==> config.mk <==
export PLATFORM = sky130hd
export DESIGN_NAME = clock_time_ctrl
export DESIGN_NICKNAME = d
export VERILOG_FILES = /design/src/rtl/clock_time_ctrl.sv
export SDC_FILE = /design/constraint.sdc
export NUM_CORES = 1
export LEC_CHECK = 0
export ABC_AREA = 1
export BUFFER_PORTS_ARGS = -buffer_cell sky130_fd_sc_hd__buf_2
export CORE_AREA = 2 2 46 80
export CTS_CLUSTER_SIZE = 16
export DETAILED_ROUTE_END_ITERATION = 6
export DIE_AREA = 0 0 48 82
export PLACE_DENSITY = 0.76
export SYNTH_ARGS = -nofsm -noshare
export SYNTH_HDL_FRONTEND = slang
export SYNTH_SLANG_ARGS = --single-unit
==> constraint.sdc <==
create_clock -name clk_in -period 1.9 [get_ports clk_in]
set_input_delay 0.19 -clock clk_in [delete_from_list [all_inputs] [get_ports clk_in]]
set_output_delay 0.19 -clock clk_in [all_outputs]
set_load 0.02 [all_outputs]
==> src/rtl/clock_time_ctrl.sv <==
// clock_time_ctrl: hh:mm:ss timekeeper with RUN/SET_HR/SET_MIN mode FSM and edit-field blink.
// Ports: clk_in/rst_n clock and async active-low reset; tick per-second-fraction enable;
// btn_mode/btn_inc debounced pulses; hours/minutes/seconds binary time; mode current FSM state;
// disp_on blink enable for the edited field; sec_pulse one-cycle pulse on each RUN second.
module clock_time_ctrl #(
  parameter int TICKS_PER_SEC = 4,
  parameter int SUBSEC_W      = 8
) (
  input  logic       clk_in,
  input  logic       rst_n,
  input  logic       tick,
  input  logic       btn_mode,
  input  logic       btn_inc,
  output logic [4:0] hours,
  output logic [5:0] minutes,
  output logic [5:0] seconds,
  output logic [1:0] mode,
  output logic       disp_on,
  output logic       sec_pulse
);
  typedef enum logic [1:0] {RUN = 2'b00, SET_HR = 2'b01, SET_MIN = 2'b10} mode_t;
  mode_t               state, state_nx;
  logic [SUBSEC_W-1:0] subsec, subsec_nx;
  logic [4:0]          hours_nx;
  logic [5:0]          minutes_nx, seconds_nx;
  logic                disp_nx, pulse_nx;
  logic                sec_end, min_end;
  assign mode    = state;
  assign sec_end = seconds == 6'd59;
  assign min_end = minutes == 6'd59;
  always_ff @(posedge clk_in or negedge rst_n)
    if (!rst_n) begin
      state     <= RUN;
      subsec    <= '0;
      hours     <= '0;
      minutes   <= '0;
      seconds   <= '0;
      disp_on   <= 1'b1;
      sec_pulse <= 1'b0;
    end else begin
      state     <= state_nx;
      subsec    <= subsec_nx;
      hours     <= hours_nx;
      minutes   <= minutes_nx;
      seconds   <= seconds_nx;
      disp_on   <= disp_nx;
      sec_pulse <= pulse_nx;
    end
  always_comb begin
    state_nx   = state;
    subsec_nx  = subsec;
    hours_nx   = hours;
    minutes_nx = minutes;
    seconds_nx = seconds;
    disp_nx    = disp_on;
    pulse_nx   = 1'b0;
    case (state)
      RUN: begin
        disp_nx = 1'b1;
        // A tick coinciding with btn_mode is still counted before entering SET_HR.
        if (tick) begin
          if (subsec < SUBSEC_W'(TICKS_PER_SEC - 1)) subsec_nx = subsec + SUBSEC_W'(1);
          else begin
            subsec_nx  = '0;
            pulse_nx   = 1'b1;
            seconds_nx = sec_end ? 6'd0 : seconds + 6'd1;
            if (sec_end) minutes_nx = min_end ? 6'd0 : minutes + 6'd1;
            if (sec_end && min_end) hours_nx = (hours == 5'd23) ? 5'd0 : hours + 5'd1;
          end
        end
        if (btn_mode) state_nx = SET_HR;
      end
      SET_HR: begin
        if (btn_mode) begin
          state_nx = SET_MIN;
          disp_nx  = 1'b1;
        end else begin
          if (btn_inc) hours_nx = (hours == 5'd23) ? 5'd0 : hours + 5'd1;
          if (tick) disp_nx = ~disp_on;
        end
      end
      SET_MIN: begin
        // Leaving edit restarts the second so the set time begins at :00.
        if (btn_mode) begin
          state_nx   = RUN;
          disp_nx    = 1'b1;
          seconds_nx = '0;
          subsec_nx  = '0;
        end else begin
          if (btn_inc) minutes_nx = min_end ? 6'd0 : minutes + 6'd1;
          if (tick) disp_nx = ~disp_on;
        end
      end
      default: begin
        state_nx = RUN;
        disp_nx  = 1'b1;
      end
    endcase
  end
endmodule

==> metrics.md <==
| Metric | Value |
|---|---|
| Global route total overflow | `0` |
| Die width | `between 40 and 50 um` |
| Launch point of the worst reg-to-reg path | `mode[1]` |
| Syn_nets | `227` |
| Post-cts resize count | `0` |
| Distinct cell type count after synthesis | `26` |
| Crit-path max FO | `10` |
| Cell count after synthesis | `213` |
| FF+latch count, synth | `29` |
| Post-CTS Hold Fix Bufs | `1` |
| Delay-heaviest family, CP | `flip-flops` |
| Max-cap check violation count | `0` |
| CTS sink cnt | `29` |
| WHS | `roughly 170 ps` |
| LEAKAGE | `around 1.1 nW` |
| Maximum VDD drop | `1.15 mV` |
| Vias in the first global route | `1342` |
| Starting density of the core | `51.2%` |
| Root buffer cell | `clkbuf_8` |
| Critical Path RT | `approximately 2100 ps` |
| Worst path bufs/invs | `1` |
| Final Wtd Congestion | `between 0.8 and 0.9` |
| DRT iter0 DRCs | `9` |
| Clock-pin slew on the worst setup and hold paths | `60 ps` |
| CP max stage delay | `400 ps` |
| Worst Hold Path EP | `sec_pulse` |
| Storage cell area | `727 um^2` |
| Area Growth Syn to Fin | `16.9%` |
| Vias | `around 1400` |
| Arr. time, crit path | `1850 ps` |
| Slew @ Worst Pin | `about 660 ps` |
| # setup viols final | `0` |
| Slew Viols, Final | `0` |
| Die ar. | `3940 um^2` |
| Hold Vio Cnt, Final | `0` |
| Reg2Reg Depth | `7` |
| DP Cell Count | `282` |
| Cell Chain, Critical Path | `inv_1, ha_1, nor2_2, a21oi_2, nand2_2, nand2_1, o21ai_0` |
| Hold depth | `3` |
| Hold Crit Class | `input port to flop` |
| First-pass GRT wire length | `5410 um` |
| Crit-path slowest cell | `dfrtp_1` |
| Layout cells sized above 1 | `22.0%` |
| Tcrit/Tclk final | `88.7%` |
| Skew final | `8.55 ps` |
| GR Util All Layers | `19.6%` |
| Max-slew headroom | `between 50% and 60%` |
| Flop-to-flop setup slack | `220 ps` |
| Fmax achieved | `593 MHz` |
| Worst-Skew Late Latency | `approximately 290 ps` |
| Nets@finish | `259` |
| Detailed placer's ending HPWL | `2460 um` |
| Row count | `28` |
| Crit Path Category | `flop to flop` |
| Total I/O pin count | `26` |
| Mapped Area | `approximately 1700 um^2` |
| CP startpoint kind | `flop` |
| Final WL | `3270 um` |
| PwrDens | `1580 nW/um^2` |
| Register area share after synthesis | `42.6%` |
| Setup TNS | `0 ps` |
| PortBufs | `25` |
| Hold_sp | `tick` |
| Minimum clock period | `1680 ps` |
| Status | `completed` |
| Non-Filler Instances | `291` |
| Multi-input gate area | `a little under 900 um^2` |
| DRC Markers | `0` |
| CTS tree | `done` |
| Reg2reg end | `seconds[1]` |
| Via/cell ratio | `4.92` |
| Post-CTS setup buffers | `0` |
| Worst setup EP type | `flop` |
| CORE AREA | `about 3300 um^2` |
| WL/cell | `11.2 um` |
| DRT Pass-1 Iters | `4` |
| RSZ-0062 raised after global routing | `no` |
| H-tree levels | `2` |
| Total number of yosys warnings | `0` |
| CTS buffer count | `5` |
| Die Ht | `~80 um` |
| Number of antenna violations at the first check in global routing | `0` |
| Synthesized area per cell | `8.01 um^2` |
| Clock buffer depth | `2` |
| Inserted Diodes | `0` |
| Antenna viol nets, final | `0` |
| Largest net degree at the start of global routing | `30` |
| Fillcell total | `330` |
| Leading cell type in the layout, fill and taps excluded | `nand2_1` |
| Commonest cells after routing, fill and taps aside | `nand2_1 (68), dfrtp_1 (28), inv_1 (25), buf_2 (25), nor2_1 (17)` |
==> sequential cells by signal, indices dropped and copies added (netlist names) <==
name       flops
subsec         8
minutes        6
seconds        6
hours          5
mode           2
disp_on        1
sec_pulse      1
==> worst max-delay path by stage <==
| stage | from | end | slack (ps) | cells past startpoint |
|---|---|---|---|---|
| floorplan | mode[0] | mode[0] | 280 | 7 |
| global placement | mode[1] | seconds[2] | 260 | 7 |
| detailed placement | mode[1] | seconds[3] | 200 | 7 |
| CTS | mode[1] | seconds[1] | 200 | 7 |
| global route | mode[0] | seconds[4] | 20 | 7 |
| finish | mode[1] | seconds[1] | 220 | 7 |
==> kinds of logic (layout without fill, tap and decap cells) <==
kind of cell	Yosys count	count (layout)	share of synthesized area, %
DFF	29	29	42.6
buffers and inverters	29	62	6.68
adders and majority gates	9	9	6.60
and+or+nand+nor	121	121	32.9
xor gates and xnor gates	7	7	3.60
AOI/OAI and AO/OA	18	18	7.56
==> through the flow <==
stage / cell area, um^2 / util [%] / setup slack (ps) / power, mW
after global routing: 1990 / 59.9 / 24.6 / 3.45
after global placement: 1880 / 56.5 / 264 / 2.57
after detailed placement: 1880 / 56.5 / 204 / 2.61
after CTS: 1990 / 59.9 / 197 / 3.18
final: 1990 / 59.9 / 215 / 3.14
after floorplan: 1710 / - / 279 / 2.21
==> synthesized netlist by cell type (all sizes together) <==
master  instances  area share, %
o21bai          1            1.1
dfstp           1            1.5
dfrtp          28             41
ha              9            6.6
nand4           9            3.3
nor2           21            6.1
a21oi           6            2.9
nand3          14            4.8
inv            27            5.9
xor2            4            2.1
nand2          75             18
o21ai          10            3.2
nor3            2           0.59
buf             2           0.73
o21a            1           0.44
xnor2           3            1.5
==> layer usage <==
metal	global-route usage [%]	up-vias	part of all wire, %
li1	-	735	-
met1	18.1	661	36
met2	35.7	30	59
met3	6.15	5	3.1
met4	9.19	0	1.7
met5	0	-	0
==> tightest hold or removal path: stages <==
cell	delay, ps
buf_2	110
o21ai_2	70
nor2_1	40
==> cell type report <==
cell class / instances / share of cell area, %
Inverter: 27 / 5.08
Multi-Input combinational cell: 155 / 43.4
Clock buffer: 7 / 4.83
Sequential cell: 29 / 36.5
Clock inverter: 1 / 0.251
Tap cell: 45 / 2.82
Timing Repair Buffer: 27 / 7.16
==> power by group <==
group / switching, mW / total (mW) / internal, mW
clock network: 0.234 / 0.560 / 0.327
registers: 0.209 / 1.01 / 0.796
logic: 1.01 / 1.57 / 0.564
Note: power is estimated with default switching activity, not from simulation.
